$ cat src/rtl/ll_nxt_ptr_arb_if.sv
// Bundle of the read/write requester, nxt_ptr_logic and response signals around ll_nxt_ptr_arb.
// master: the arbiter's view. slave: the environment's view (requesters + nxt_ptr_logic).
interface ll_nxt_ptr_arb_if #(
  parameter int unsigned PTR_WD = 8
);
  logic              rd_req_vld;
  logic              rd_req_pop;
  logic [PTR_WD-1:0] rd_node_at_pos;
  logic              wr_req_vld;
  logic [PTR_WD-1:0] wr_node_at_pos;
  logic              req_vld_to_nxt_ptr;
  logic [1:0]        req_op_to_nxt_ptr;
  logic [PTR_WD-1:0] node_at_pos_to_nxt_ptr;
  logic              nxt_ptr_vld;
  logic [PTR_WD-1:0] nxt_ptr_data;
  logic              rd_gnt;
  logic              wr_gnt;
  logic              rd_rsp_vld;
  logic              wr_rsp_vld;
  logic [PTR_WD-1:0] rsp_ptr;
  logic              rsp_err;
  logic              arb_timeout_err;
  logic              arb_busy;

  modport master (
    input  rd_req_vld, rd_req_pop, rd_node_at_pos, wr_req_vld, wr_node_at_pos,
    input  nxt_ptr_vld, nxt_ptr_data,
    output req_vld_to_nxt_ptr, req_op_to_nxt_ptr, node_at_pos_to_nxt_ptr,
    output rd_gnt, wr_gnt, rd_rsp_vld, wr_rsp_vld, rsp_ptr, rsp_err,
    output arb_timeout_err, arb_busy
  );

  modport slave (
    output rd_req_vld, rd_req_pop, rd_node_at_pos, wr_req_vld, wr_node_at_pos,
    output nxt_ptr_vld, nxt_ptr_data,
    input  req_vld_to_nxt_ptr, req_op_to_nxt_ptr, node_at_pos_to_nxt_ptr,
    input  rd_gnt, wr_gnt, rd_rsp_vld, wr_rsp_vld, rsp_ptr, rsp_err,
    input  arb_timeout_err, arb_busy
  );
endinterface

$ cat src/rtl/ll_nxt_ptr_arb.sv
// Arbiter in front of nxt_ptr_logic: grants one of the read/write linked-list controllers,
// issues a single operation, waits (with timeout) for the pointer and returns it to the owner.
// Optional macro LL_NXT_PTR_ARB_RR_EN: round-robin on ties instead of fixed read priority.
module ll_nxt_ptr_arb #(
  parameter int unsigned PTR_WD      = 8,
  parameter int unsigned TIMEOUT_CYC = 64,
  parameter int unsigned TO_CNT_WD   = 7
) (
  input logic              clk,
  input logic              reset_n,
  ll_nxt_ptr_arb_if.master bus
);

  typedef enum logic [1:0] {StIdle, StIssue, StWaitRsp, StResp} state_e;
  typedef enum logic {OwnRd = 1'b0, OwnWr = 1'b1} owner_e;

  localparam logic [TO_CNT_WD-1:0] ToLast = TO_CNT_WD'(TIMEOUT_CYC - 1);

  state_e             state_q;
  owner_e             owner_q;
  logic [TO_CNT_WD-1:0] to_cnt_q;
  logic               req_vld_q;
  logic [1:0]         op_q;
  logic [PTR_WD-1:0]  pos_q;
  logic               rd_gnt_q;
  logic               wr_gnt_q;
  logic               rd_rsp_vld_q;
  logic               wr_rsp_vld_q;
  logic [PTR_WD-1:0]  rsp_ptr_q;
  logic               rsp_err_q;
  logic               timeout_err_q;
  logic               busy_q;
  logic               pick_wr;

`ifdef LL_NXT_PTR_ARB_RR_EN
  // Set when the most recent grant went to the writer; reset to writer so read wins the first tie.
  logic last_wr_q;

  // Tie goes to whichever side was not granted last.
  always_comb begin
    pick_wr = bus.wr_req_vld & (~bus.rd_req_vld | ~last_wr_q);
  end

  // Remember the last granted side at each grant.
  always_ff @(posedge clk) begin
    if (!reset_n) begin
      last_wr_q <= 1'b1;
    end else if (state_q == StIdle && (bus.rd_req_vld || bus.wr_req_vld)) begin
      last_wr_q <= pick_wr;
    end
  end
`else
  // Fixed priority: the writer wins only when the reader is not requesting.
  always_comb begin
    pick_wr = bus.wr_req_vld & ~bus.rd_req_vld;
  end
`endif

  // Control FSM; every output is a register updated here.
  always_ff @(posedge clk) begin
    if (!reset_n) begin
      state_q       <= StIdle;
      owner_q       <= OwnRd;
      to_cnt_q      <= '0;
      req_vld_q     <= 1'b0;
      op_q          <= 2'b00;
      pos_q         <= '0;
      rd_gnt_q      <= 1'b0;
      wr_gnt_q      <= 1'b0;
      rd_rsp_vld_q  <= 1'b0;
      wr_rsp_vld_q  <= 1'b0;
      rsp_ptr_q     <= '0;
      rsp_err_q     <= 1'b0;
      timeout_err_q <= 1'b0;
      busy_q        <= 1'b0;
    end else begin
      // Strobes are single-cycle unless re-asserted below.
      req_vld_q    <= 1'b0;
      rd_gnt_q     <= 1'b0;
      wr_gnt_q     <= 1'b0;
      rd_rsp_vld_q <= 1'b0;
      wr_rsp_vld_q <= 1'b0;
      unique case (state_q)
        StIdle: begin
          if (bus.rd_req_vld || bus.wr_req_vld) begin
            state_q   <= StIssue;
            busy_q    <= 1'b1;
            req_vld_q <= 1'b1;
            owner_q   <= pick_wr ? OwnWr : OwnRd;
            rd_gnt_q  <= ~pick_wr;
            wr_gnt_q  <= pick_wr;
            op_q      <= pick_wr ? 2'b10 : {1'b0, bus.rd_req_pop};
            pos_q     <= pick_wr ? bus.wr_node_at_pos : bus.rd_node_at_pos;
          end
        end
        StIssue: begin
          to_cnt_q <= '0;
          if (bus.nxt_ptr_vld) begin
            state_q      <= StResp;
            rsp_ptr_q    <= bus.nxt_ptr_data;
            rsp_err_q    <= 1'b0;
            rd_rsp_vld_q <= (owner_q == OwnRd);
            wr_rsp_vld_q <= (owner_q == OwnWr);
          end else begin
            state_q <= StWaitRsp;
          end
        end
        StWaitRsp: begin
          // A response arriving on the timeout cycle still counts as a good response.
          if (bus.nxt_ptr_vld) begin
            state_q      <= StResp;
            rsp_ptr_q    <= bus.nxt_ptr_data;
            rsp_err_q    <= 1'b0;
            rd_rsp_vld_q <= (owner_q == OwnRd);
            wr_rsp_vld_q <= (owner_q == OwnWr);
          end else if (to_cnt_q == ToLast) begin
            state_q       <= StResp;
            rsp_ptr_q     <= '0;
            rsp_err_q     <= 1'b1;
            timeout_err_q <= 1'b1;
            rd_rsp_vld_q  <= (owner_q == OwnRd);
            wr_rsp_vld_q  <= (owner_q == OwnWr);
          end else begin
            to_cnt_q <= to_cnt_q + TO_CNT_WD'(1);
          end
        end
        StResp: begin
          state_q  <= StIdle;
          busy_q   <= 1'b0;
          to_cnt_q <= '0;
        end
        default: begin
          state_q <= StIdle;
          busy_q  <= 1'b0;
        end
      endcase
    end
  end

  assign bus.req_vld_to_nxt_ptr     = req_vld_q;
  assign bus.req_op_to_nxt_ptr      = op_q;
  assign bus.node_at_pos_to_nxt_ptr = pos_q;
  assign bus.rd_gnt                 = rd_gnt_q;
  assign bus.wr_gnt                 = wr_gnt_q;
  assign bus.rd_rsp_vld             = rd_rsp_vld_q;
  assign bus.wr_rsp_vld             = wr_rsp_vld_q;
  assign bus.rsp_ptr                = rsp_ptr_q;
  assign bus.rsp_err                = rsp_err_q;
  assign bus.arb_timeout_err        = timeout_err_q;
  assign bus.arb_busy               = busy_q;

endmodule
$ cat src/flat_wrapper.sv
// flat-port wrapper written by rule: the top's interface ports become plain ports
module ll_nxt_ptr_arb_flat 
#(
  parameter int unsigned PTR_WD      = 8,
  parameter int unsigned TIMEOUT_CYC = 64,
  parameter int unsigned TO_CNT_WD   = 7
)
  (clk, reset_n, bus_rd_req_vld, bus_rd_req_pop, bus_rd_node_at_pos, bus_wr_req_vld, bus_wr_node_at_pos, bus_nxt_ptr_vld, bus_nxt_ptr_data, bus_req_vld_to_nxt_ptr, bus_req_op_to_nxt_ptr, bus_node_at_pos_to_nxt_ptr, bus_rd_gnt, bus_wr_gnt, bus_rd_rsp_vld, bus_wr_rsp_vld, bus_rsp_ptr, bus_rsp_err, bus_arb_timeout_err, bus_arb_busy);
  ll_nxt_ptr_arb_if #(.PTR_WD(PTR_WD)) bus_i ();
  input logic clk;
  input logic reset_n;
  input wire logic [$bits(bus_i.rd_req_vld)-1:0] bus_rd_req_vld;
  input wire logic [$bits(bus_i.rd_req_pop)-1:0] bus_rd_req_pop;
  input wire logic [$bits(bus_i.rd_node_at_pos)-1:0] bus_rd_node_at_pos;
  input wire logic [$bits(bus_i.wr_req_vld)-1:0] bus_wr_req_vld;
  input wire logic [$bits(bus_i.wr_node_at_pos)-1:0] bus_wr_node_at_pos;
  input wire logic [$bits(bus_i.nxt_ptr_vld)-1:0] bus_nxt_ptr_vld;
  input wire logic [$bits(bus_i.nxt_ptr_data)-1:0] bus_nxt_ptr_data;
  output wire logic [$bits(bus_i.req_vld_to_nxt_ptr)-1:0] bus_req_vld_to_nxt_ptr;
  output wire logic [$bits(bus_i.req_op_to_nxt_ptr)-1:0] bus_req_op_to_nxt_ptr;
  output wire logic [$bits(bus_i.node_at_pos_to_nxt_ptr)-1:0] bus_node_at_pos_to_nxt_ptr;
  output wire logic [$bits(bus_i.rd_gnt)-1:0] bus_rd_gnt;
  output wire logic [$bits(bus_i.wr_gnt)-1:0] bus_wr_gnt;
  output wire logic [$bits(bus_i.rd_rsp_vld)-1:0] bus_rd_rsp_vld;
  output wire logic [$bits(bus_i.wr_rsp_vld)-1:0] bus_wr_rsp_vld;
  output wire logic [$bits(bus_i.rsp_ptr)-1:0] bus_rsp_ptr;
  output wire logic [$bits(bus_i.rsp_err)-1:0] bus_rsp_err;
  output wire logic [$bits(bus_i.arb_timeout_err)-1:0] bus_arb_timeout_err;
  output wire logic [$bits(bus_i.arb_busy)-1:0] bus_arb_busy;
  assign bus_i.rd_req_vld = bus_rd_req_vld;
  assign bus_i.rd_req_pop = bus_rd_req_pop;
  assign bus_i.rd_node_at_pos = bus_rd_node_at_pos;
  assign bus_i.wr_req_vld = bus_wr_req_vld;
  assign bus_i.wr_node_at_pos = bus_wr_node_at_pos;
  assign bus_i.nxt_ptr_vld = bus_nxt_ptr_vld;
  assign bus_i.nxt_ptr_data = bus_nxt_ptr_data;
  assign bus_req_vld_to_nxt_ptr = bus_i.req_vld_to_nxt_ptr;
  assign bus_req_op_to_nxt_ptr = bus_i.req_op_to_nxt_ptr;
  assign bus_node_at_pos_to_nxt_ptr = bus_i.node_at_pos_to_nxt_ptr;
  assign bus_rd_gnt = bus_i.rd_gnt;
  assign bus_wr_gnt = bus_i.wr_gnt;
  assign bus_rd_rsp_vld = bus_i.rd_rsp_vld;
  assign bus_wr_rsp_vld = bus_i.wr_rsp_vld;
  assign bus_rsp_ptr = bus_i.rsp_ptr;
  assign bus_rsp_err = bus_i.rsp_err;
  assign bus_arb_timeout_err = bus_i.arb_timeout_err;
  assign bus_arb_busy = bus_i.arb_busy;
  ll_nxt_ptr_arb #(.PTR_WD(PTR_WD), .TIMEOUT_CYC(TIMEOUT_CYC), .TO_CNT_WD(TO_CNT_WD)) u_core (.clk(clk), .reset_n(reset_n), .bus(bus_i));
endmodule
$ cat config.mk
export PLATFORM = sky130hd
export DESIGN_NAME = ll_nxt_ptr_arb_flat
export DESIGN_NICKNAME = d
export VERILOG_FILES = /design/src/rtl/ll_nxt_ptr_arb_if.sv /design/src/rtl/ll_nxt_ptr_arb.sv /design/src/flat_wrapper.sv
export SDC_FILE = /design/constraint.sdc
export NUM_CORES = 1
export LEC_CHECK = 0
export CAP_MARGIN = 20
export CORE_MARGIN = 5
export CORE_UTILIZATION = 40
export DETAILED_ROUTE_END_ITERATION = 8
export PLACE_DENSITY = 0.71
export SYNTH_ARGS = -nofsm -noshare
export SYNTH_HDL_FRONTEND = slang
export SYNTH_SLANG_ARGS = --single-unit
$ cat constraint.sdc
create_clock -name clk -period 2.2 [get_ports clk]
set_clock_uncertainty 0.1 [all_clocks]
set_input_delay 0.44 -clock clk [delete_from_list [all_inputs] [get_ports clk]]
set_output_delay 0.44 -clock clk [all_outputs]
set_load 0.02 [all_outputs]
; ---- Word-level counts from Yosys, hierarchy flattened
; Cells that the tools add are included.
; W data, S select, Z words.
[classes]
n_addsub = 1
n_eq_ne = 9
muxes = 30
bitwise = 5
reduce_logical = 14
[ops]
columns = cell, count
row1 = $mux W8, 4
row2 = $pmux W8 S2, 1
row3 = $mux W7, 2
row4 = $pmux W7 S2, 1
row5 = $mux W1, 13
row6 = $reduce_and A3 Y1, 4
row7 = $mux W2, 4
row8 = $pmux W1 S2, 4
row9 = $pmux W2 S4, 1
row10 = $reduce_and A2 Y1, 4
row11 = $add A7 B1 Y7 const B, 1
row12 = $eq A7 B6 Y1 const B, 1
row13 = $ne A2 B2 Y1 const B, 3
row14 = $reduce_bool A2 Y1, 3
row15 = $eq A2 B2 Y1 const B, 2
row16 = $not A1 Y1, 4
row17 = $ne A3 B2 Y1 const B, 1
row18 = $eq A2 B1 Y1 const B, 1
row19 = $logic_not A2 Y1, 1
row20 = $ne A2 B1 Y1 const B, 1
row21 = $reduce_or A2 Y1, 1
row22 = $and A1 B1 Y1, 1
row23 = $logic_or A1 B1 Y1, 1
[word_totals]
reg_bits = 36
word_cells = 73

; ---- Longest topological paths before layout
; Gate-level depths: netlist of the first run.
[depth]
ltp_word = 4
ltp_mapped = 8
mapped_depth_nobuf = 6

; ---- Worst setup path after synthesis of the first run
; Ideal clock, no wire load.
[synth_path]
path_kind = register to register
from = reg u_core.state_q[0]
to = reg u_core.to_cnt_q[5]
arrival_time_ns = 1.563
required_ns = 2.030
setup_slack_ns = 0.467
stages_incl_launch_ff = 8
n_path_buf = 1
period_less_slack_ns = 1.733
path_cell_list = dfxtp_1 -> inv_1 -> ha_1 -> buf_2 -> a21oi_2 -> o211ai_1 -> or4_1 -> a21boi_1
[synth_between]
elab_chain_len = 4
[synth_lines]
columns = element, line
row1 = start: declaration, ll_nxt_ptr_arb.sv:19  ; state_e state_q;
row2 = start signal: assignment, ll_nxt_ptr_arb.sv:62  ; state_q <= StIdle;
row3 = start signal: assignment, ll_nxt_ptr_arb.sv:86  ; state_q <= StIssue;
row4 = start signal: assignment, ll_nxt_ptr_arb.sv:99  ; state_q <= StResp;
row5 = $eq A2 B2 Y1 or $eq A2 B1 Y1 (tied branches), ll_nxt_ptr_arb.sv:83  ; unique case (state_q)
row6 = $reduce_or A2 Y1 (no source line), -
row7 = $reduce_bool A2 Y1 (no source line), -
row8 = $reduce_and A3 Y1 (no source line), -
row9 = end signal: assignment, ll_nxt_ptr_arb.sv:124  ; to_cnt_q <= to_cnt_q + TO_CNT_WD'(1);
row10 = end: declaration, ll_nxt_ptr_arb.sv:21  ; logic [TO_CNT_WD-1:0] to_cnt_q;
; Several ways; a longest one is shown, not always the timed one.
; A chain may end at the register's enable or synchronous reset.

; ---- Final worst setup path of the first run
[layout_path]
from = reg u_core.state_q[1]
to = reg u_core.to_cnt_q[5]
; The elaborated chain is that of the path after synthesis.

==> metrics.md, run 1 <==
| Metric | Value |
|---|---|
| Status | complete, no violations |
| Max Cap Violations | 0 |
| PwrDens | 1070 mW/mm^2 |
| Relative slew margins | 0.669 |
| Synth Area in XOR/XNOR | 0 |
| Routed met3 length | 346 um |
| Distinct cells, synth | 42 |
| Crit path launch type | register |
| Post-synthesis sequential area ratio | 0.439 |
| Final Hold Vio Count | 0 |
| CTS sink count | 35 |
| HP Class | reg -> reg |
| Final setup viols | 0 |
| CTS clk-pin slew, worst paths | 70 ps |
| Adder-Cell Fraction of Synth Area | 0.0392 |
| Chip height | 73.2 um |
| EDFF count, synth | 0 |
| Main combinational cell family by area after synthesis | compound AO/OA/AOI/OAI gates |
| Die X | 73.2 um |
| Final wirelength | 3590 um |
| Simple-gate share of the synthesized area | 0.169 |
| Via Count | 1423 |
| DP Wirelength | 2650 um |
| Async set-reset flop share out of synthesis | 0 |
| Crit path DAT | 2030 ps |
| Layout Nets | 266 |
| Drt first pass iters | 4 |
| Ranking of synthesized cells by area | dfxtp_1, nand2_1, mux2i_1 |
| Area Overhead vs Synth | 46.5% |
| Design Area, Final | 0.00234 sq mm |
| Uppermost layer routed | met4 |
| DRC | 0 |
| RSZ-0062 raised after global routing | no |
| Number of setup buffers added after CTS | 0 |
| Routed wire length per instance | 12.7 um |
| Clk Latency, worst-skew pair | 280 ps |
| Final TNS setup | 0 ps |
| Core Rows | 23 |
| Initial DRC count | 50 |
| TritonCTS Buffers | 5 |
| Share of layout cells above drive strength 1 | 0.0905 |
| Crit. End Element | register |
| Post-Syn Area per Cell | 9.27 sq um |
| Main synth FF type | dfxtp_1 |
| CP Class | reg -> reg |
| All-Layer GR Usage | 0.146 |
| Worst Max-Slew Pin Slew | 494 ps |
| Post-Synthesis Cells | 172 |
| Post-synth top area cell | dfxtp_1 |
| Global route total overflow | 0 |
| Post-place instance area | 0.00222 sq mm |
| Core Region | 0.00394 sq mm |
| Period Utilization, post-route | 0.872 |
| Vias/cell | 5.05 |
| Synth Area in Compound Gates | 0.258 |
| CTS tree | done |
| Max VDD drop | 0.000652 V |
| Mux cell area share after synthesis | 0.0565 |
| Ant. Diodes | 0 |
| Initial antenna violation count | 0 |
| Root Driver | clkbuf_8 |
| Slew Limit Fails | 0 |
| # fillers | 351 |
| CTS Hold Bufs | 0 |
| First-pass GRT wire length | 6180 um |
| ANT nets after route | 0 |
| Post-synth top area share | 0.439 |
| LEAKAGE | 0.964 nW |
| CTS resizes | 0 |
| CTS Buffer Depth | 2 |
| Synthesized area | 0.00160 sq mm |
| Starting Density | 0.405 |
| Largest net degree at the start of global routing | 39 |
| Yosys reg bits | 35 |
| Number of I/O pins | 56 |
| Port Buffers | 55 |
| Dominant cell by count in the synthesized netlist | dfxtp_1 |
| WL met1 | 1650 um |
| Syn Nets | 207 |
| Synthesis Warnings | 0 |
| Synth top cells by count | dfxtp_1, nand2_1, o21ai_0 |
| Routability cong. | 0.893 |
| Min Tclk post-route | 1920 ps |
| Fmax | 0.521 GHz |
| Routed met2 length | 1550 um |
| CP max FO | 7 |
| WP data required | 2310 ps |
| Max H-tree Level | 2 |
| Vias in the first global route | 1391 |
| Die area | 0.00535 sq mm |
area by class of cell:
cell class,count,area (sq um),share of cell area
repair buffers,61,608,0.260
inverters,5,18.8,0.00803
well taps,50,62.6,0.0268
flip-flops and latches,35,701,0.300
multi-input cells,123,835,0.357
clock inverters,3,43.8,0.0187
clock buffers,5,68.8,0.0294
per-stage QoR:
stage                     std cells  hold WS, ps  setup WS [ps]   util  total power, W
final                           282          361            282  0.593         0.00250
after global placement          274          347            222  0.564         0.00195
after global routing            282          396            127  0.593         0.00269
after CTS                       282          367            283  0.593         0.00254
after detailed placement        274          356            178  0.564         0.00195
after floorplan                 172          326            467      -         0.00152
routing by layer:
metal | GRT usage | vias up
met5 | 0 | -
met1 | 0.182 | 631
met3 | 0.0468 | 5
met2 | 0.233 | 52
met4 | 0.0533 | 0
li1 | - | 735
path summary, 6_finish.rpt:
check | endpoint | slack, ps | start | cells after the start
max reg2reg | u_core.to_cnt_q[5] | 280 | u_core.state_q[1] | 6
min reg2reg | u_core.bus.wr_rsp_vld | 360 | u_core.owner_q | 2
min | u_core.bus.wr_rsp_vld | 360 | u_core.owner_q | 2
max | u_core.to_cnt_q[5] | 280 | u_core.state_q[1] | 6
state kept, by name (all words and copies together) (netlist names):
register	cells
u_core.bus.arb_busy	1
u_core.bus.arb_timeout_err	1
u_core.bus.node_at_pos_to_nxt_ptr	8
u_core.bus.rd_gnt	1
u_core.bus.rd_rsp_vld	1
u_core.bus.req_op_to_nxt_ptr	1
u_core.bus.req_vld_to_nxt_ptr	1
u_core.bus.rsp_err	1
u_core.bus.rsp_ptr	8
u_core.bus.wr_gnt	1
u_core.bus.wr_rsp_vld	1
u_core.owner_q	1
u_core.state_q	2
u_core.to_cnt_q	7
cell usage in the layout, fill, tap and decap left out, types with 2 or more instances in the layout:
| master | Yosys | final |
|---|---|---|
| and2_1 | 2 | 2 |
| o21ai_0 | 12 | 12 |
| mux2i_1 | 9 | 9 |
| buf_4 | 1 | 5 |
| ha_1 | 5 | 5 |
| nor2_1 | 7 | 7 |
| o21a_1 | 3 | 3 |
| nand3_1 | 3 | 3 |
| nor2b_1 | 2 | 2 |
| nand2_1 | 25 | 25 |
| clkdlybuf4s50_1 | 0 | 55 |
| dfxtp_1 | 35 | 35 |
| clkbuf_8 | 0 | 5 |
| a32o_1 | 2 | 2 |
| a21oi_1 | 2 | 2 |
| and3_1 | 3 | 3 |
| o211a_1 | 9 | 9 |
| o32ai_1 | 2 | 2 |
| nor2_2 | 2 | 2 |
| inv_1 | 5 | 5 |
| o211ai_1 | 2 | 2 |
| a21boi_1 | 3 | 3 |
| a21boi_0 | 10 | 10 |
| nand3b_1 | 2 | 2 |
worst max-delay path, stage by stage (launching register included):
cell	delay, ps
dfxtp_1	400
inv_1	80
ha_1	270
nor2_2	230
o211ai_1	200
or4_1	430
a21boi_1	130
power by group:
group / internal (W) / leakage (nW) / switching [W] / total, W
clock network: 0.000337 / 0.0581 / 0.000232 / 0.000569
registers: 0.000773 / 0.287 / 0.0000798 / 0.000853
logic: 0.000511 / 0.619 / 0.000570 / 0.00108
total: 0.00162 / 0.964 / 0.000882 / 0.00250
cell families after synthesis:
kind of cell,after synthesis
compound gates,55
fa+ha+maj,5
buf+inv,14
flops,35
mux,9
simple gates,54
Power figures use the tool's default switching activity.
==> run 2, diff against run 1 <==
CELL_PAD_IN_SITES_DETAIL_PLACEMENT = 1   (was default)
CELL_PAD_IN_SITES_GLOBAL_PLACEMENT = 2   (was default)
CORE_UTILIZATION = 26   (was 40)
PLACE_DENSITY = 0.78   (was 0.71)
==> metrics.md, run 2 (synthesis gave the netlist of run 1 again) <==
| Metric | Value |
|---|---|
| Slowest stage delay, CP | 430 ps |
| Period Utilization, post-route | 0.876 |
| Worst Max-Slew Pin Slew | 544 ps |
| Most common cell after layout, fill and taps aside | clkdlybuf4s50_1 |
| Busiest layer in global routing | met2 |
| Max H-tree Level | 2 |
| Ant. Diodes | 0 |
| Flop pwr share | 0.349 |
| Clk Latency, worst-skew pair | 290 ps |
| Final TNS setup | 0 ps |
| ANT nets after route | 0 |
| Routed wire length per instance | 13.9 um |
| Internal power | 0.00152 W |
| CTS Buffer Depth | 2 |
| CTS resizes | 0 |
| Most frequent cells in the layout | clkdlybuf4s50_1, dfxtp_1, nand2_1, o21ai_0, a21boi_0 |
| CP bufs+invs | 1 |
| Sw Share | 0.384 |
| Fmax | 0.519 GHz |
| Port Buffers | 55 |
| HP Class | reg -> reg |
| CP Class | reg -> reg |
| Area Overhead vs Synth | 47.5% |
| Min Tclk post-route | 1930 ps |
| CTS clk-pin slew, worst paths | 80 ps |
| Max Cap Violations | 0 |
| GR Util met3 | 0.0484 |
| Root Driver | clkbuf_8 |
| All-Layer GR Usage | 0.116 |
| Vias in the first global route | 1517 |
| DP Wirelength | 3180 um |
| Core Region | 0.00596 sq mm |
| CTS Hold Bufs | 0 |
| Crit path launch type | register |
| Vias/cell | 4.76 |
| Largest net degree at the start of global routing | 39 |
| TritonCTS Buffers | 5 |
| Relative slew margins | 0.635 |
| Final setup viols | 0 |
| Met2 Resource Use GR | 0.190 |
| CTS sink count | 35 |
| Combinational power share | 0.456 |
| Max VDD drop | 0.000415 V |
| WP data required | 2330 ps |
| Number of I/O pins | 56 |
| First-pass GRT wire length | 7170 um |
| Routability cong. | 0.818 |
| Status | complete, no violations |
| Core Rows | 28 |
| M1 GR Usage | 0.142 |
| Number of setup buffers added after CTS | 0 |
| Layout Nets | 267 |
| Die X | 88.3 um |
| LEAKAGE | 0.950 nW |
| Drt first pass iters | 4 |
| Share of layout cells above drive strength 1 | 0.0944 |
| Die area | 0.00780 sq mm |
| Via Count | 1467 |
| Crit. End Element | register |
| Clk pwr share | 0.195 |
| Final Hold Vio Count | 0 |
| Cells along the critical path | inv_1 > ha_1 > a21oi_2 > o211ai_1 > or4_1 > a21boi_1 |
| CTS tree | done |
| Initial DRC count | 31 |
| CP top delay family | compound AO/OA/AOI/OAI gates |
| Global route total overflow | 0 |
| DRC | 0 |
| PwrDens | 1050 mW/mm^2 |
| Starting Density | 0.268 |
| Critical-path top delay cell | or4_1 |
| CP max FO | 6 |
| Power, Total | 0.00246 W |
| Final wirelength | 4290 um |
| Initial antenna violation count | 0 |
| Chip height | 88.3 um |
| RSZ-0062 raised after global routing | no |
| Crit path DAT | 2060 ps |
| Slew Limit Fails | 0 |
| Sw power | 0.000946 W |
| # fillers | 703 |
[run 2: changes by cell type in the layout (fill, tap and decap cells not counted), sizes merged]
cell      previous run  this run
clkinvlp             0         2
clkinv               2         1
buf                  6         7
bufinv               1         0
[run 2: area by class of cell]
cell class	count	area, sq um	area share
timing repair buffer	62	616	0.262
tap	75	93.8	0.0399
clock buffer	5	68.8	0.0293
inverter	5	18.8	0.00798
clock inverter	3	20.0	0.00851
sequential	35	701	0.298
multi-input combinational	123	835	0.355
[run 2: path summary, 6_finish.rpt]
path                     startpoint  cells after the start                     to  slack, ps
setup / recovery  u_core.state_q[0]                      6     u_core.to_cnt_q[5]        270
hold / removal       u_core.owner_q                      2  u_core.bus.wr_rsp_vld        370
setup reg to reg  u_core.state_q[0]                      6     u_core.to_cnt_q[5]        270
hold reg to reg      u_core.owner_q                      2  u_core.bus.wr_rsp_vld        370
[run 2: power groups by stage]
| stage | registers (W) | clock network, W | logic [W] |
|---|---|---|---|
| after floorplan | 0.000988 | 0 | 0.000531 |
| after global placement | 0.000873 | 0 | 0.00114 |
| after detailed placement | 0.000873 | 0 | 0.00114 |
| after CTS | 0.000862 | 0.000493 | 0.00115 |
| after global routing | 0.000880 | 0.000516 | 0.00123 |
| final | 0.000860 | 0.000480 | 0.00113 |
[run 2: worst reg2reg max path, delay by kind of cell, from the launching register on]
kind	cells	cell delay (ps)
AOI/OAI and AO/OA	3	540
DFF	1	400
and+or+nand+nor	1	440
buffers and inverters	1	110
adders and majority gates	1	300
[run 2: metal layers]
layer / routed length [um] / vias to the layer above
li1: - / 733
met1: 1910 / 697
met2: 2030 / 32
met3: 315 / 5
met4: 36 / 0
met5: 0 / -
[run 2: stage by stage]
stage / worst slack, ps / hold WS (ps) / instances / utilization / instance area (sq um)
floorplan: 467 / 326 / 172 / - / 1600
global placement: 222 / 353 / 300 / 0.380 / 2260
detailed placement: 173 / 364 / 300 / 0.380 / 2260
CTS: 238 / 380 / 308 / 0.395 / 2350
global route: 75.0 / 398 / 308 / 0.395 / 2350
finish: 272 / 374 / 308 / 0.395 / 2350
==> run 3, diff against run 2 <==
==> constraint.sdc (replaced) <==
create_clock -name clk -period 2.2 [get_ports clk]
set_clock_uncertainty 0.1 [all_clocks]
set_input_delay 0.44 -clock clk [delete_from_list [all_inputs] [get_ports clk]]
set_output_delay 0.44 -clock clk [all_outputs]
set_load 0.005 [all_outputs]
==> results of run 3 <==
Same layout as run 2 (identical final DEF). Status: complete, no violations.
Among the figures that moved: total power 0.00246 W -> 0.00234 W; worst IR drop on VDD 0.000415 V -> 0.000386 V
